### src/rtl/hilo_mdu_pkg.sv
// Shared encodings for the HI/LO multiply/divide unit and the WB-stage HI/LO register pair.
package hilo_mdu_pkg;

    localparam logic [2:0] MDU_OP_MULT  = 3'd0;
    localparam logic [2:0] MDU_OP_MULTU = 3'd1;
    localparam logic [2:0] MDU_OP_DIV   = 3'd2;
    localparam logic [2:0] MDU_OP_DIVU  = 3'd3;
    localparam logic [2:0] MDU_OP_MTHI  = 3'd4;
    localparam logic [2:0] MDU_OP_MTLO  = 3'd5;

    localparam logic [1:0] MDU_STATE_IDLE    = 2'd0;
    localparam logic [1:0] MDU_STATE_MUL     = 2'd1;
    localparam logic [1:0] MDU_STATE_DIV_RUN = 2'd2;
    localparam logic [1:0] MDU_STATE_DIV_FIX = 2'd3;

    localparam logic RESET_ENABLE = 1'b0;
    localparam logic WRITE_ENABLE = 1'b1;

    function automatic logic [31:0] negate_if(input logic neg, input logic [31:0] value);
        return neg ? (~value + 32'd1) : value;
    endfunction

endpackage

### src/rtl/mdu_divider.sv
// Iterative radix-2 restoring divider; one step per cycle, sign-corrected results held
// after done until the next start.
module mdu_divider
    import hilo_mdu_pkg::*;
#(
    parameter int unsigned DIV_STEPS = 32
) (
    input  logic        clock,
    input  logic        reset,
    input  logic        start,
    input  logic        cancel,
    input  logic        is_signed,
    input  logic [31:0] dividend,
    input  logic [31:0] divisor,
    output logic        done,
    output logic [31:0] quotient,
    output logic [31:0] remainder
);

    localparam logic [4:0] LAST_STEP = 5'(DIV_STEPS - 1);

    logic        running_q;
    logic [4:0]  count_q;
    logic [31:0] rem_q;
    logic [31:0] quot_q;
    logic [31:0] divisor_q;
    logic        sign_a_q;
    logic        sign_b_q;
    logic        zero_q;

    logic        sign_a;
    logic        sign_b;
    logic [31:0] abs_a;
    logic [31:0] abs_b;
    logic [32:0] partial;
    logic [32:0] diff;

    always_comb begin
        sign_a  = is_signed & dividend[31];
        sign_b  = is_signed & divisor[31];
        abs_a   = negate_if(sign_a, dividend);
        abs_b   = negate_if(sign_b, divisor);
        partial = {rem_q, quot_q[31]};
        diff    = partial - {1'b0, divisor_q};
    end

    always_ff @(posedge clock) begin
        if (reset == RESET_ENABLE) begin
            running_q <= 1'b0;
            count_q   <= 5'd0;
            rem_q     <= 32'd0;
            quot_q    <= 32'd0;
            divisor_q <= 32'd0;
            sign_a_q  <= 1'b0;
            sign_b_q  <= 1'b0;
            zero_q    <= 1'b0;
        end else if (start) begin
            // A zero divisor skips iteration; the dividend magnitude parks in the remainder
            // so the usual sign fix-up reproduces the raw dividend for HI.
            running_q <= (divisor != 32'd0);
            zero_q    <= (divisor == 32'd0);
            count_q   <= 5'd0;
            rem_q     <= (divisor == 32'd0) ? abs_a : 32'd0;
            quot_q    <= abs_a;
            divisor_q <= abs_b;
            sign_a_q  <= sign_a;
            sign_b_q  <= sign_b;
        end else if (cancel) begin
            running_q <= 1'b0;
        end else if (running_q) begin
            if (!diff[32]) begin
                rem_q  <= diff[31:0];
                quot_q <= {quot_q[30:0], 1'b1};
            end else begin
                rem_q  <= partial[31:0];
                quot_q <= {quot_q[30:0], 1'b0};
            end
            count_q <= count_q + 5'd1;
            if (count_q == LAST_STEP) begin
                running_q <= 1'b0;
            end
        end
    end

    assign done      = running_q & (count_q == LAST_STEP);
    assign quotient  = zero_q ? 32'hFFFF_FFFF : negate_if(sign_a_q ^ sign_b_q, quot_q);
    assign remainder = negate_if(sign_a_q, rem_q);

endmodule

### src/rtl/hilo_mdu.sv
// EX-stage multiply/divide unit driving the HI/LO write interface with one-cycle pulses.
module hilo_mdu
    import hilo_mdu_pkg::*;
#(
    parameter int unsigned DIV_STEPS = 32
) (
    input  logic        clock,
    input  logic        reset,
    input  logic        start,
    input  logic [2:0]  op,
    input  logic [31:0] operand_a,
    input  logic [31:0] operand_b,
    input  logic        cancel,
    output logic        busy,
    output logic        stall_request,
    output logic        reg_hi_write_enable,
    output logic [31:0] reg_hi_write_data,
    output logic        reg_lo_write_enable,
    output logic [31:0] reg_lo_write_data
);

    logic [1:0]  state_q, state_d;
    logic        hi_we_q, hi_we_d;
    logic        lo_we_q, lo_we_d;
    logic [31:0] hi_data_q, hi_data_d;
    logic [31:0] lo_data_q, lo_data_d;
    logic [31:0] mul_a_q;
    logic [31:0] mul_b_q;
    logic        mul_signed_q;

    logic        idle;
    logic        accept;
    logic        is_div_op;
    logic        is_mul_op;
    logic        div_start;
    logic        div_done;
    logic [31:0] div_quotient;
    logic [31:0] div_remainder;
    logic [63:0] mul_ext_a;
    logic [63:0] mul_ext_b;
    logic [63:0] mul_product;

    assign idle      = (state_q == MDU_STATE_IDLE);
    assign is_div_op = (op == MDU_OP_DIV) || (op == MDU_OP_DIVU);
    assign is_mul_op = (op == MDU_OP_MULT) || (op == MDU_OP_MULTU);
    // A cancel in IDLE kills a same-cycle start of any kind.
    assign accept    = start & idle & ~cancel;
    assign div_start = accept & is_div_op;

    // Low 64 bits of the extended product are correct for both signed and unsigned.
    assign mul_ext_a   = {{32{mul_signed_q & mul_a_q[31]}}, mul_a_q};
    assign mul_ext_b   = {{32{mul_signed_q & mul_b_q[31]}}, mul_b_q};
    assign mul_product = mul_ext_a * mul_ext_b;

    mdu_divider #(
        .DIV_STEPS (DIV_STEPS)
    ) u_divider (
        .clock     (clock),
        .reset     (reset),
        .start     (div_start),
        .cancel    (cancel),
        .is_signed (op == MDU_OP_DIV),
        .dividend  (operand_a),
        .divisor   (operand_b),
        .done      (div_done),
        .quotient  (div_quotient),
        .remainder (div_remainder)
    );

    always_comb begin
        state_d   = state_q;
        hi_we_d   = ~WRITE_ENABLE;
        lo_we_d   = ~WRITE_ENABLE;
        hi_data_d = hi_data_q;
        lo_data_d = lo_data_q;
        unique case (state_q)
            MDU_STATE_IDLE: begin
                if (accept) begin
                    case (op)
                        MDU_OP_MTHI: begin
                            hi_we_d   = WRITE_ENABLE;
                            hi_data_d = operand_a;
                        end
                        MDU_OP_MTLO: begin
                            lo_we_d   = WRITE_ENABLE;
                            lo_data_d = operand_a;
                        end
                        MDU_OP_MULT, MDU_OP_MULTU: state_d = MDU_STATE_MUL;
                        MDU_OP_DIV, MDU_OP_DIVU: begin
                            state_d = (operand_b == 32'd0) ? MDU_STATE_DIV_FIX
                                                           : MDU_STATE_DIV_RUN;
                        end
                        default: ;
                    endcase
                end
            end
            MDU_STATE_MUL: begin
                hi_we_d   = WRITE_ENABLE;
                lo_we_d   = WRITE_ENABLE;
                hi_data_d = mul_product[63:32];
                lo_data_d = mul_product[31:0];
                state_d   = MDU_STATE_IDLE;
            end
            MDU_STATE_DIV_RUN: begin
                if (div_done) begin
                    state_d = MDU_STATE_DIV_FIX;
                end
            end
            MDU_STATE_DIV_FIX: begin
                hi_we_d   = WRITE_ENABLE;
                lo_we_d   = WRITE_ENABLE;
                hi_data_d = div_remainder;
                lo_data_d = div_quotient;
                state_d   = MDU_STATE_IDLE;
            end
        endcase
        if (cancel && !idle) begin
            state_d   = MDU_STATE_IDLE;
            hi_we_d   = ~WRITE_ENABLE;
            lo_we_d   = ~WRITE_ENABLE;
            hi_data_d = hi_data_q;
            lo_data_d = lo_data_q;
        end
    end

    always_ff @(posedge clock) begin
        if (reset == RESET_ENABLE) begin
            state_q      <= MDU_STATE_IDLE;
            hi_we_q      <= 1'b0;
            lo_we_q      <= 1'b0;
            hi_data_q    <= 32'd0;
            lo_data_q    <= 32'd0;
            mul_a_q      <= 32'd0;
            mul_b_q      <= 32'd0;
            mul_signed_q <= 1'b0;
        end else begin
            state_q   <= state_d;
            hi_we_q   <= hi_we_d;
            lo_we_q   <= lo_we_d;
            hi_data_q <= hi_data_d;
            lo_data_q <= lo_data_d;
            if (accept && is_mul_op) begin
                mul_a_q      <= operand_a;
                mul_b_q      <= operand_b;
                mul_signed_q <= (op == MDU_OP_MULT);
            end
        end
    end

    assign busy                = ~idle;
    assign stall_request       = busy | (start & is_div_op & idle);
    assign reg_hi_write_enable = hi_we_q;
    assign reg_hi_write_data   = hi_data_q;
    assign reg_lo_write_enable = lo_we_q;
    assign reg_lo_write_data   = lo_data_q;

endmodule

### config.mk
export PLATFORM = sky130hd
export DESIGN_NAME = hilo_mdu
export DESIGN_NICKNAME = d
export VERILOG_FILES = /design/src/rtl/hilo_mdu_pkg.sv /design/src/rtl/mdu_divider.sv /design/src/rtl/hilo_mdu.sv
export SDC_FILE = /design/constraint.sdc
export NUM_CORES = 2
export LEC_CHECK = 0
export BUFFER_PORTS_ARGS = -buffer_cell sky130_fd_sc_hd__buf_4
export CAP_MARGIN = 20
export CORE_UTILIZATION = 30
export CTS_CLUSTER_SIZE = 40
export DETAILED_ROUTE_END_ITERATION = 16
export PLACE_DENSITY = 0.53
export SLEW_MARGIN = 20
export SYNTH_ARGS = -nofsm -noshare
export SYNTH_HDL_FRONTEND = slang
export SYNTH_SLANG_ARGS = --single-unit
### constraint.sdc
create_clock -name clock -period 8.97 [get_ports clock]
set_clock_uncertainty 0.05 [all_clocks]
set_input_delay 1.3455 -clock clock [delete_from_list [all_inputs] [get_ports clock]]
set_output_delay 1.3455 -clock clock [all_outputs]
set_load 0.1 [all_outputs]
Yosys cells after proc, flatten, opt, wreduce, memory -nomap -nowiden
Cells that the tools add are included.
- bits of input ports: 71
- output and inout port bits: 68
- flip-flop bits (word level): 238
- eq/ne operators: 15
- mux-type cells: 35
- add/subtract/negate cells: 6
- bitwise logic cells: 20
- $mul: 1
- reductions and logical operators: 21
- operator list (operator ; number):
    $mux 32 ; 17
    $pmux 32 s3 ; 2
    $add 32x1->32 const B ; 4
    $not 32->32 ; 4
    $mul 33x33->64 ; 1
    $sub 33x32->33 ; 1
    $logic_not 32->1 ; 1
    $reduce_bool 32->1 ; 1
    $and 1x1->1 ; 10
    $mux 1 ; 10
    $reduce_or 2->1 ; 5
    $ne 2x1->1 const B ; 4
    $reduce_and 4->1 ; 2
    $eq 3x2->1 const B ; 2
    $eq 3x3->1 const B ; 2
    $pmux 2 s3 ; 1
    $add 5x1->5 const B ; 1
    $eq 5x5->1 const B ; 1
    $eq 2x2->1 const B ; 2
    $mux 2 ; 2
    $not 1->1 ; 4
    $pmux 1 s2 ; 2
    $pmux 2 s2 ; 1
    $reduce_and 2->1 ; 2
    other kinds (14) ; 16

Logic depth before layout (Yosys ltp)
- depth after elaboration: 6
- gate-level depth with buffers: 32
- depth with buffers taken out: 29

By module
Synthesis repeated with hierarchy kept, for this count alone.
- cell total of the unflattened synthesis: 6235
- area, all modules: 53244.8 um^2
- by module, submodules not included (module ; seq. area each (um^2) ; times used ; cells each ; area an instance (um^2)):
    hilo_mdu ; 2662.6 ; 1 ; 5023 ; 44196.1
    mdu_divider ; 2102.0 ; 1 ; 1212 ; 9048.7

Worst setup path before layout
Ideal clock, no wire load.
- kind: register to register
- from: register mul_a_q[31]
- to: register hi_data_q[29] (netlist: reg_hi_write_data[29])
- setup slack: 1.006 ns
- arrival time: 7.795 ns
- cell stages (with the launch flop): 33
- clock period less this slack: 7.964 ns
- required time: 8.801 ns
- buffers on the path: 3
- cells stage by stage: dfxtp_1 -> clkbuf_1 -> and2_1 -> clkbuf_1 -> nand2_1 -> inv_1 -> fa_1 -> inv_1 -> fa_1 -> inv_1 -> fa_1 -> fa_1 -> inv_1 -> fa_1 -> inv_1 -> fa_1 -> inv_1 -> fa_1 -> fa_1 -> inv_1 -> ha_1 -> clkbuf_1 -> a21oi_1 -> nor2b_1 -> o21ai_0 -> nand2b_1 -> a21o_1 -> a21o_1 -> a211oi_1 -> o21ai_0 -> xor2_1 -> a21oi_1 -> nor2_1
- word-level cells in the longest chain between the ends: 3
- RTL lines (item ; line ; text):
    start: declaration ; hilo_mdu.sv:27 ; logic [31:0] mul_a_q;
    start signal: assignment ; hilo_mdu.sv:143 ; mul_a_q <= operand_a;
    $and 1x1->1 ; hilo_mdu.sv:51 ; assign mul_ext_a = {{32{mul_signed_q & mul_a_q[31]}}, mul_a_q};
    $mul 33x33->64 (*) ; hilo_mdu.sv:53 ; assign mul_product = mul_ext_a * mul_ext_b;
    $pmux 32 s3 (*) ; hilo_mdu.sv:76 ; unique case (state_q)
    end signal: assignment ; hilo_mdu.sv:140 ; hi_data_q <= hi_data_d;
    end: declaration ; hilo_mdu.sv:25 ; logic [31:0] hi_data_q, hi_data_d;
Every way passes the cells marked *; elsewhere a longest branch is shown, timed or not.
A chain may end at the register's enable or synchronous reset.

Worst setup path after layout
- from: register mul_a_q[12]
- to: register hi_data_q[12] (netlist: reg_hi_write_data[12])
- word-level cells in the longest chain between the ends: 2
- RTL lines (item ; line):
    $mul 33x33->64 ; hilo_mdu.sv:53
    $pmux 32 s3 ; hilo_mdu.sv:76
No other way between the ends.

==> flow_summary.ini <==
[floorplanning]
pin_count = 139
core_area_mm2 = 0.1742
die-area_mm2 = 0.1774
std_cell_rows = 153
die_w_um = 421.1
die_y_um = 421.1
start_util = 0.3025

[timing]
rsz0062_at_grt = no
fmax_mhz = 115.6
fin_setup_tns_ns = 0
period_share = 0.9645
worst_pin_slew_ns = 1.077
whs_ns = 0.4149
fin_ws_ns = 0.3182
slew_headroom = 0.2798
setup_viol = 0
period_needed_ns = 8.652
finalHoldViolCount = 0
drv_slew = 0

[detailed_routing]
wire_per_inst_um = 20.24
wl_met3_um = 6569
top_layer_used = met4
drt-met1-wl_um = 74480
drt-total-wl_um = 171200
viasPerCell = 4.913
wl_met2_um = 83470
drc = 0
drt_iter0_markers = 2744
first_pass_iters = 5
vias = 41540
final_antenna_net_count = 0

[run]
cap_violations = 0

[clock_tree]
cts-buffers-inserted = 31
clock-sinks = 238
cts-root-buf = clkbuf_16
postCtsSetupRepairBufs = 0
clkTransAtPathRegs_ns = 0.06
h-tree-depth = 1
cts_tree = built
clockBufferDepth = 3
hold_buffers = 0
clkLatencyLatePin_ns = 0.60

[critical_path]
worst_setup_path_start_kind = register
worstPathRequired_ns = 9.44
critPathCaptureType = register
cp_max_fo = 17
worst_ep_arrival_time_ns = 9.12
critPathKind = register to register

[synthesis]
syn_nets = 7621
syn_area_mm2 = 0.05270
netlist_instances = 6174
synth_edf_count = 0
synth_cell_types = 80
synth_top_cells_by_area = fa_1 43%, dfxtp_1 9.0%, inv_1 8.4%, nand2_1 7.9%, ha_1 5.9%
synth_top_area_cell = fa_1
seq_area_frac_synth = 0.09041
yosys.area.top_type_share = 0.4277
synthFlopType = dfxtp_1
yosys_warnings = 0
ys_ff_latch = 238
synth.avg_cell_area_um2 = 8.536
async_flop_share = 0

[placement]
port_buffers = 138
place_ws_ns = 0.1904
hpwl_um = 141700
gp_congestion = 0.9274
post-place-cells = 8393
place_area_mm2 = 0.05644

[global_route]
grt-ovfl-total = 0
track_usage = 0.1951
grt_pass1_vias = 44240
grt_max_degree = 101
antenna_found_initial = 1
grt_pass1_wl_um = 270800

[power]
power_density_mw_per_mm2 = 57.28
power_mw = 3.299
leakagePower_nw = 27.23
ir_drop_uv = 158.5

[cells_and_area]
area_growth_pct = 9.283
finish.utilization = 0.3306
fin_cells = 8456
fin_area_mm2 = 0.05759
layout_commonest_cell = inv_1
nNetsFinal = 7549
final_layout_size_suffix_gt1_frac = 0.06251
nFillCells = 18400
mostFrequentLayoutCells = 1185 x inv_1, 1126 x fa_1, 1103 x nand2_1

[status]
status = complete, no violations

[min_path]
hp-class = register to register
==> repair_timing <==
action	CTS	global route
setup endpoints to repair	0	9
resized for setup	0	23
hold endpoints to repair	0	0
==> worst paths after layout <==
path | endpoint | cells after the start | slack (ns) | from
worst min register to register | u_divider.count_q[4] | 2 | 0.41 | u_divider.count_q[4]
worst min-delay path | u_divider.count_q[4] | 2 | 0.41 | u_divider.count_q[4]
worst max-delay path | reg_hi_write_data[12] | 25 | 0.32 | mul_a_q[12]
worst max register to register | reg_hi_write_data[12] | 25 | 0.32 | mul_a_q[12]
==> registers in the layout, indices dropped and copies added, names as in the netlist <==
name and flops:
mul_a_q 32, mul_b_q 32, reg_hi_write_data 32, reg_lo_write_data 32
u_divider.divisor_q 32, u_divider.quot_q 32, u_divider.rem_q 32, u_divider.count_q 5
state_q 2, mul_signed_q 1, reg_hi_write_enable 1, reg_lo_write_enable 1
u_divider.running_q 1, u_divider.sign_a_q 1, u_divider.sign_b_q 1, u_divider.zero_q 1
==> per-layer routing <==
| layer | track usage | up-vias |
|---|---|---|
| met2 | 0.3323 | 1085 |
| met3 | 0.01241 | 224 |
| li1 | - | 18720 |
| met5 | 0 | - |
| met4 | 0.06285 | 0 |
| met1 | 0.2634 | 21520 |
==> worst max-delay path: stages (launching register included) <==
cell and delay [ns]:
dfxtp_1 0.88, and2_1 0.25, fa_1 0.43, fa_1 0.49, inv_1 0.06, fa_1 0.55
fa_1 0.45, fa_1 0.55, inv_1 0.06, fa_1 0.48, fa_1 0.49, inv_1 0.05
fa_1 0.54, inv_1 0.07, ha_1 0.45, and4_1 0.28, nand4_1 0.12, or2_0 0.23
o22ai_1 0.25, o21ai_1 0.20, a21oi_1 0.31, nand3_1 0.25, o21ai_0 0.29, xor2_1 0.42
o21ai_0 0.18, o21ai_0 0.16
==> area by class of cell <==
class,count,area (µm²),share of cell area
Inverter,1185,4448,0.07723
Sequential cell,238,4791,0.08318
Clock inverter,11,170.2,0.002955
Tap cell,2325,2909,0.05051
Timing Repair Buffer,274,2212,0.03841
Multi-Input combinational cell,4372,42140,0.7316
Antenna cell,4,10.01,0.0001738
Clock buffer,47,915.9,0.01590
==> kinds of logic after synthesis <==
family | Yosys count | synth area share
xor+xnor | 214 | 0.03571
flops | 238 | 0.09041
fa+ha+maj | 1376 | 0.4871
compound gates | 804 | 0.1018
simple gates | 1969 | 0.1718
buf+inv | 1564 | 0.1115
mux | 9 | 0.001709
==> synth_stat cells (8+ instances only) <==
| library cell | number |
|---|---|
| a221oi_1 | 9 |
| nand2b_1 | 21 |
| nand2_1 | 1103 |
| o2111ai_1 | 9 |
| a211oi_1 | 14 |
| o211ai_1 | 57 |
| o41ai_1 | 13 |
| nor4_1 | 16 |
| and3_1 | 65 |
| mux2i_1 | 9 |
| ha_1 | 250 |
| xnor2_1 | 117 |
| clkbuf_1 | 357 |
| o31ai_1 | 30 |
| o21ai_0 | 197 |
| o221ai_1 | 13 |
| a21boi_0 | 78 |
| a41oi_1 | 8 |
| a21o_1 | 50 |
| nand4_1 | 21 |
| o21a_1 | 15 |
| a21oi_1 | 152 |
| buf_1 | 18 |
| nand3_1 | 79 |
| o21bai_1 | 12 |
| inv_1 | 1185 |
| or2_2 | 12 |
| o211a_1 | 45 |
| nor2b_1 | 27 |
| dfxtp_1 | 238 |
| a31oi_1 | 36 |
| or3_1 | 22 |
| or4_1 | 11 |
| nor2_1 | 165 |
| xor2_1 | 96 |
| fa_1 | 1126 |
| a311o_1 | 8 |
| nor3_1 | 42 |
| and2_1 | 359 |
==> power breakdown <==
part,switching (mW),internal [mW]
Sequential,0.0586,1.09
Clock,0.528,0.817
Combinational,0.546,0.261
Total,1.13,2.17
Note: power is estimated with default switching activity, not from simulation.
